===== config.mk =====
export PLATFORM = sky130hd
export DESIGN_NAME = fft_adc_feeder
export DESIGN_NICKNAME = d
export VERILOG_FILES = /design/src/rtl/fft_adc_feeder_pkg.sv /design/src/rtl/fft_adc_feeder_tick_gen.sv /design/src/rtl/fft_adc_feeder.sv
export SDC_FILE = /design/constraint.sdc
export NUM_CORES = 1
export LEC_CHECK = 0
export CAP_MARGIN = 40
export CORE_MARGIN = 1.5
export CORE_UTILIZATION = 48
export CTS_BUF_LIST = sky130_fd_sc_hd__clkbuf_4 sky130_fd_sc_hd__clkbuf_8
export DETAILED_ROUTE_END_ITERATION = 10
export GPL_TIMING_DRIVEN = 0
export PLACE_DENSITY = 0.91
export SYNTH_ARGS = -nofsm -noshare
export SYNTH_HDL_FRONTEND = slang
export SYNTH_SLANG_ARGS = --single-unit
export TNS_END_PERCENT = 5

===== constraint.sdc =====
create_clock -name clk -period 2.26 [get_ports clk]
set_input_delay 0.226 -clock clk [delete_from_list [all_inputs] [get_ports clk]]
set_output_delay 0.226 -clock clk [all_outputs]
set_load 0.03 [all_outputs]

===== src/rtl/fft_adc_feeder_pkg.sv =====
// ---------------------------------------------------------------------------
// fft_adc_feeder_pkg
//   Shared definitions for the ADC-to-FFT sample feeder:
//     - fd_state_e : feeder state encoding (IDLE / STREAM / WAIT_DONE)
//     - Q15_W      : width of the Q1.15 sample word handed to fft_process
//     - to_q15     : final step of the raw-code to Q1.15 conversion
// ---------------------------------------------------------------------------
package fft_adc_feeder_pkg;

  localparam int Q15_W = 16;

  typedef enum logic [1:0] {
    FD_IDLE      = 2'd0,
    FD_STREAM    = 2'd1,
    FD_WAIT_DONE = 2'd2
  } fd_state_e;

  // Takes a code that is already left-aligned into 16 bits. Offset-binary
  // codes become two's complement by flipping the sign bit; the lower bits
  // are untouched, so there is no rounding and no saturation.
  function automatic logic [Q15_W-1:0] to_q15(input logic [Q15_W-1:0] aligned,
                                              input logic             offset_binary);
    logic [Q15_W-1:0] q;
    q = aligned;
    if (offset_binary) begin
      q[Q15_W-1] = ~q[Q15_W-1];
    end
    return q;
  endfunction

endpackage


===== src/rtl/fft_adc_feeder_tick_gen.sv =====
// ---------------------------------------------------------------------------
// sample_tick_gen
//   Divides clk down to the FFT sample rate. div_cnt runs 0..CLK_DIV-1 and
//   wraps; tick is high while div_cnt sits at CLK_DIV-1. With CLK_DIV=1
//   tick is high every cycle.
// Ports
//   clk   in  system clock
//   rst   in  synchronous reset, active-high (div_cnt -> 0)
//   clear in  synchronous restart of the divider (div_cnt -> 0)
//   tick  out one-cycle-wide sample strobe
// ---------------------------------------------------------------------------
module sample_tick_gen #(
  parameter int CLK_DIV = 2
) (
  input  logic clk,
  input  logic rst,
  input  logic clear,
  output logic tick
);

  localparam int DW = (CLK_DIV > 1) ? $clog2(CLK_DIV) : 1;
  localparam logic [DW-1:0] LAST = DW'(CLK_DIV - 1);

  logic [DW-1:0] div_cnt;

  always_ff @(posedge clk) begin
    if (rst || clear) begin
      div_cnt <= '0;
    end else if (div_cnt == LAST) begin
      div_cnt <= '0;
    end else begin
      div_cnt <= div_cnt + DW'(1);
    end
  end

  assign tick = (div_cnt == LAST);

endmodule


===== src/rtl/fft_adc_feeder.sv =====
// ---------------------------------------------------------------------------
// fft_adc_feeder
//   Producer side of the fft_process sample interface. Decimates raw ADC
//   codes to the FFT sample rate, converts each kept code to Q1.15 and
//   delivers exactly FRAME_LEN samples per frame, gated by ready_for_data.
//   After a full frame it waits for processing_done before re-arming.
// Ports
//   clk, rst          clock and synchronous active-high reset
//   enable            1 = run, 0 = abort and hold in IDLE
//   continuous        1 = re-arm after processing_done, 0 = one frame per enable rise
//   adc_raw           raw ADC code, only looked at on tick cycles
//   ready_for_data    sink can accept a sample
//   processing_done   sink has finished the frame
//   adc_input         Q1.15 sample (holds between strobes)
//   adc_valid         one-cycle strobe per delivered sample
//   sample_count      samples delivered in the current frame
//   frame_active      high while streaming
//   frame_done        pulse with the FRAME_LEN-th adc_valid
//   overrun           sticky: a tick was missed because the sink was not ready
// ---------------------------------------------------------------------------
module fft_adc_feeder
  import fft_adc_feeder_pkg::*;
#(
  parameter int ADC_WIDTH     = 12,
  parameter int OFFSET_BINARY = 1,
  parameter int CLK_DIV       = 2,
  parameter int FRAME_LEN     = 2400,
  parameter int CNT_W         = 12
) (
  input  logic                 clk,
  input  logic                 rst,
  input  logic                 enable,
  input  logic                 continuous,
  input  logic [ADC_WIDTH-1:0] adc_raw,
  input  logic                 ready_for_data,
  input  logic                 processing_done,
  output logic [Q15_W-1:0]     adc_input,
  output logic                 adc_valid,
  output logic [CNT_W-1:0]     sample_count,
  output logic                 frame_active,
  output logic                 frame_done,
  output logic                 overrun
);

  localparam logic [CNT_W-1:0] LAST_COUNT = CNT_W'(FRAME_LEN);
  localparam logic             OB_MODE    = (OFFSET_BINARY != 0);

  fd_state_e        state, state_d;
  logic             armed, armed_d;
  logic [Q15_W-1:0] adc_input_d;
  logic             adc_valid_d;
  logic [CNT_W-1:0] sample_count_d;
  logic             frame_done_d;
  logic             overrun_d;
  logic             tick_raw;
  logic             tick;
  logic [Q15_W-1:0] q_sample;
  logic [CNT_W-1:0] count_inc;

  // The divider is held at zero whenever we are not streaming, so it always
  // restarts from 0 on the first STREAM cycle.
  sample_tick_gen #(
    .CLK_DIV (CLK_DIV)
  ) u_tick_gen (
    .clk   (clk),
    .rst   (rst),
    .clear (state != FD_STREAM),
    .tick  (tick_raw)
  );

  assign tick = tick_raw && (state == FD_STREAM);

  // Left-align the raw code into 16 bits, then fix up the sign bit.
  assign q_sample  = to_q15(Q15_W'(adc_raw) << (Q15_W - ADC_WIDTH), OB_MODE);
  assign count_inc = sample_count + CNT_W'(1);

  // Next-state and next-output logic. enable=0 overrides every state so an
  // abort always lands in IDLE without a frame_done; sample_count and overrun
  // are left alone so software can still read where the frame stopped.
  always_comb begin
    state_d        = state;
    armed_d        = armed;
    adc_input_d    = adc_input;
    adc_valid_d    = 1'b0;
    sample_count_d = sample_count;
    frame_done_d   = 1'b0;
    overrun_d      = overrun;

    if (!enable) begin
      state_d = FD_IDLE;
      armed_d = 1'b1;
    end else begin
      case (state)
        FD_IDLE: begin
          if (armed && ready_for_data) begin
            state_d        = FD_STREAM;
            sample_count_d = '0;
            overrun_d      = 1'b0;
          end
        end
        FD_STREAM: begin
          if (tick) begin
            if (ready_for_data) begin
              adc_input_d    = q_sample;
              adc_valid_d    = 1'b1;
              sample_count_d = count_inc;
              if (count_inc == LAST_COUNT) begin
                frame_done_d = 1'b1;
                state_d      = FD_WAIT_DONE;
              end
            end else begin
              overrun_d = 1'b1;
            end
          end
        end
        FD_WAIT_DONE: begin
          if (processing_done) begin
            state_d = FD_IDLE;
            armed_d = continuous;
          end
        end
        default: begin
          state_d = FD_IDLE;
        end
      endcase
    end
  end

  // State and registered outputs.
  always_ff @(posedge clk) begin
    if (rst) begin
      state        <= FD_IDLE;
      armed        <= 1'b1;
      adc_input    <= '0;
      adc_valid    <= 1'b0;
      sample_count <= '0;
      frame_done   <= 1'b0;
      overrun      <= 1'b0;
    end else begin
      state        <= state_d;
      armed        <= armed_d;
      adc_input    <= adc_input_d;
      adc_valid    <= adc_valid_d;
      sample_count <= sample_count_d;
      frame_done   <= frame_done_d;
      overrun      <= overrun_d;
    end
  end

  assign frame_active = (state == FD_STREAM);

endmodule

==> metrics.md <==
| Metric | Value |
|---|---|
| CP endpoint kind | `flip-flop` |
| Slew headroom | `between 50% and 60%` |
| Clk_skew | `8.91 ps` |
| Sequential area share after synthesis | `between 30% and 40%` |
| Critical Path Max Stage Delay | `a little under 500 ps` |
| First-pass GRT wire length | `about 6.5 mm` |
| Pwr dens | `506 mW/mm^2` |
| Post-layout min period | `around 2100 ps` |
| Post-synth EDFFs | `0` |
| Gpl congestion | `around 0.91` |
| Post-synth top cells | `dfxtp_1 (31), a21oi_1 (25), nand2_1 (25)` |
| Worst-path maximum fanout | `9` |
| Ratio of cells with drive above 1 in the final layout | `between 10% and 20%` |
| CTS sink cnt | `31` |
| Mapped cell area | `0.00157 sq mm` |
| Worst path arrival time | `around 2400 ps` |
| Clock-pin slew on the worst setup and hold paths | `between 100 and 150 ps` |
| Fin Hold WS | `~420 ps` |
| Area leader, netlist | `dfxtp_1` |
| Final hold viol count | `0` |
| Ys flop type | `dfxtp_1` |
| Top-count cell post-synth | `dfxtp_1` |
| Post-synthesis mux area share | `less than 1%` |
| Largest family of logic cells by synthesized area | `simple AND/OR/NAND/NOR gates` |
| Buf+Inv Stages, Crit Path | `0` |
| Filler cell count | `approximately 260` |
| Clock Tree Buf Depth | `2` |
| Post-synth cell types | `46` |
| Crit Path Category | `reg -> reg` |
| Final Power | `1110 uW` |
| Post-synthesis xor/xnor area fraction | `less than 1%` |
| Complex-gate fraction of the synthesized area | `approximately 20%` |
| CP cell instances | `ha_1 > nand3_2 > or3_1 > a21oi_1 > or4b_1 > o31ai_2` |
| Largest net degree at the start of global routing | `11` |
| Final WL | `approximately 4.0 mm` |
| Die X | `60.2 um` |
| Synth area leaders | `dfxtp_1 (40%), a21oi_1 (8.0%), nand2_1 (6.0%), nor2_1 (4.1%), nor3_1 (2.9%)` |
| Skew-Pair Late Insertion Delay | `between 300 and 400 ps` |
| Synth-to-layout area growth | `39.3%` |
| PortBufs | `45` |
| Die Y | `~60 um` |
| 1st-iter DRT viols | `between 90 and 100` |
| TritonCTS buffer count | `5` |
| Outcome | `complete, no violations` |
| Initial antenna violation count | `0` |
| Max IR drop VDD | `0.398 mV` |
| # rows | `20` |
| Initial Util | `roughly 51%` |
| Post-layout nets | `around 270` |
| Antenna viol nets, final | `0` |
| DP HPWL | `about 2.9 mm` |
| Leakage power | `between 0.0007 and 0.0008 uW` |
| Pre-CTS setup slack | `-250 ps` |
| Final Worst Setup Slack | `167 ps` |
| Unrepaired setup endpoints after global routing | `true` |
| Share of the synthesized area in the top cell type | `between 30% and 40%` |
| Setup Viol. Count Final | `0` |
| Setup TNS | `0 ps` |
| Drt first pass iters | `4` |
| #FFs+latches synth | `31` |
| Vias | `around 1600` |
| Die area | `approximately 0.0036 sq mm` |
| # IOs | `50` |
| Gr usage total | `between 20% and 30%` |
| Maxcap violations | `0` |
| Area of the core | `just over 0.003 sq mm` |
| Max Slew Vio Count | `0` |
| Synth Instances | `roughly 200` |
| Synth Area in Simple Gates | `between 30% and 40%` |
| Fmax | `between 400 and 500 MHz` |
| H-tree depth | `2` |
| Req. time, crit path | `between 2000 and 3000 ps` |
| DR DRC count | `0` |
| Slowest stage cell, crit path | `or4b_1` |
| Final period util | `around 90%` |
| Cell class contributing the biggest share of worst-path delay | `simple AND/OR/NAND/NOR gates` |
| Total grt overflow | `0` |
| CTS tree | `yes` |
| Synth Area per Inst | `~8.0 sq um` |
| Startpoint Class | `flip-flop` |
| Asr flop ratio synth | `0%` |
| Clk root buf | `clkbuf_4` |
| Vias in the first global route | `approximately 1400` |
| Adder-cell share of the synthesized area | `between 1.5 and 2%` |
| Antenna fix cells | `0` |
| Vias per cell | `between 5 and 6` |
| Worst hold-check path type | `in -> reg` |
| WL/cell | `about 14 um` |
| Synthesis warning total | `0` |
| Worst Max-Slew Pin Slew | `645 ps` |
## cell usage in the layout (no fill, tap or decap), drive strengths merged, types with 3 or more instances in the layout
| master | Yosys | layout |
|---|---|---|
| nand2b | 5 | 5 |
| buf | 8 | 8 |
| dfxtp | 31 | 31 |
| clkdlybuf4s50 | 0 | 45 |
| nor2 | 17 | 17 |
| inv | 5 | 5 |
| and3 | 3 | 3 |
| nand4 | 3 | 3 |
| nand3 | 8 | 8 |
| clkbuf | 9 | 15 |
| o21ai | 6 | 6 |
| a21oi | 25 | 25 |
| conb | 1 | 4 |
| or3 | 5 | 5 |
| a211oi | 3 | 3 |
| nand2 | 25 | 25 |
| nor4 | 3 | 3 |
| nor3 | 9 | 9 |
## worst paths after layout
path	cells after the start	endpoint	slack [ps]	startpoint
max	6	state[1]	170	sample_count[0]
min	3	adc_input[13]	420	adc_raw[9]
min reg2reg	2	adc_input[5]	460	adc_input[5]
max reg2reg	6	state[1]	170	sample_count[0]
## flip-flops by register name, indices dropped and copies added (netlist names)
name             flops
frame_done           1
state                2
armed                1
adc_input           12
overrun              1
u_tick_gen.tick      1
adc_valid            1
sample_count        12
## cell families (layout without fill, tap and decap cells)
kind of cell               after synthesis  count (layout)
and+or+nand+nor                         89              89
xor gates and xnor gates                 1               1
muxes                                    1               1
buffers and inverters                   22              75
adders and majority gates                2               2
AOI/OAI and AO/OA                       50              50
other                                    1               4
DFF                                     31              31
## cell type report
class	count	area, sq um	share of cell area (%)
Buffer	17	92.6	4.24
Timing Repair Buffer	45	450	20.6
Inverter	5	18.8	0.859
Sequential cell	31	623	28.5
Clock buffer	6	51.3	2.35
Clock inverter	2	35.0	1.60
Tap cell	44	55.1	2.52
Multi-Input combinational cell	147	860	39.3
## repair_timing
item / 4_1_cts / 5_1_grt
endpoints found under the setup margin: 0 / 12
gates resized for setup: 0 / 4
buffers inserted: 0 / 0
hold buffers: 0 / 0
## stage by stage
| stage | cells | util [%] | instance area, sq um |
|---|---|---|---|
| floorplan | 200 | - | 1580 |
| global placement | 289 | 67.8 | 2090 |
| detailed placement | 289 | 67.8 | 2090 |
| CTS | 297 | 70.6 | 2170 |
| global route | 297 | 71.0 | 2190 |
| finish | 297 | 71.0 | 2190 |
## where the power goes
| group | internal [uW] | switching [uW] | total, uW | leakage [uW] |
|---|---|---|---|---|
| sequential | 549 | 2.56 | 551 | 0.000251 |
| clock | 261 | 203 | 464 | 0.0000482 |
| combinational | 44.7 | 47.0 | 91.7 | 0.000465 |
| total | 854 | 253 | 1110 | 0.000764 |
## per-layer routing
layer	routed length, um	track usage, %	vias to the layer above
li1	-	-	810
met1	1740	31.6	758
met2	1970	38.2	56
met3	268	7.79	6
met4	47	8.25	0
met5	0	0	-
## tightest hold or removal path, stage by stage
cell and delay, ps:
clkdlybuf4s50_1 390, nand2_1 60, a21oi_1 50
No activity file was read; power rests on OpenSTA's default activity.
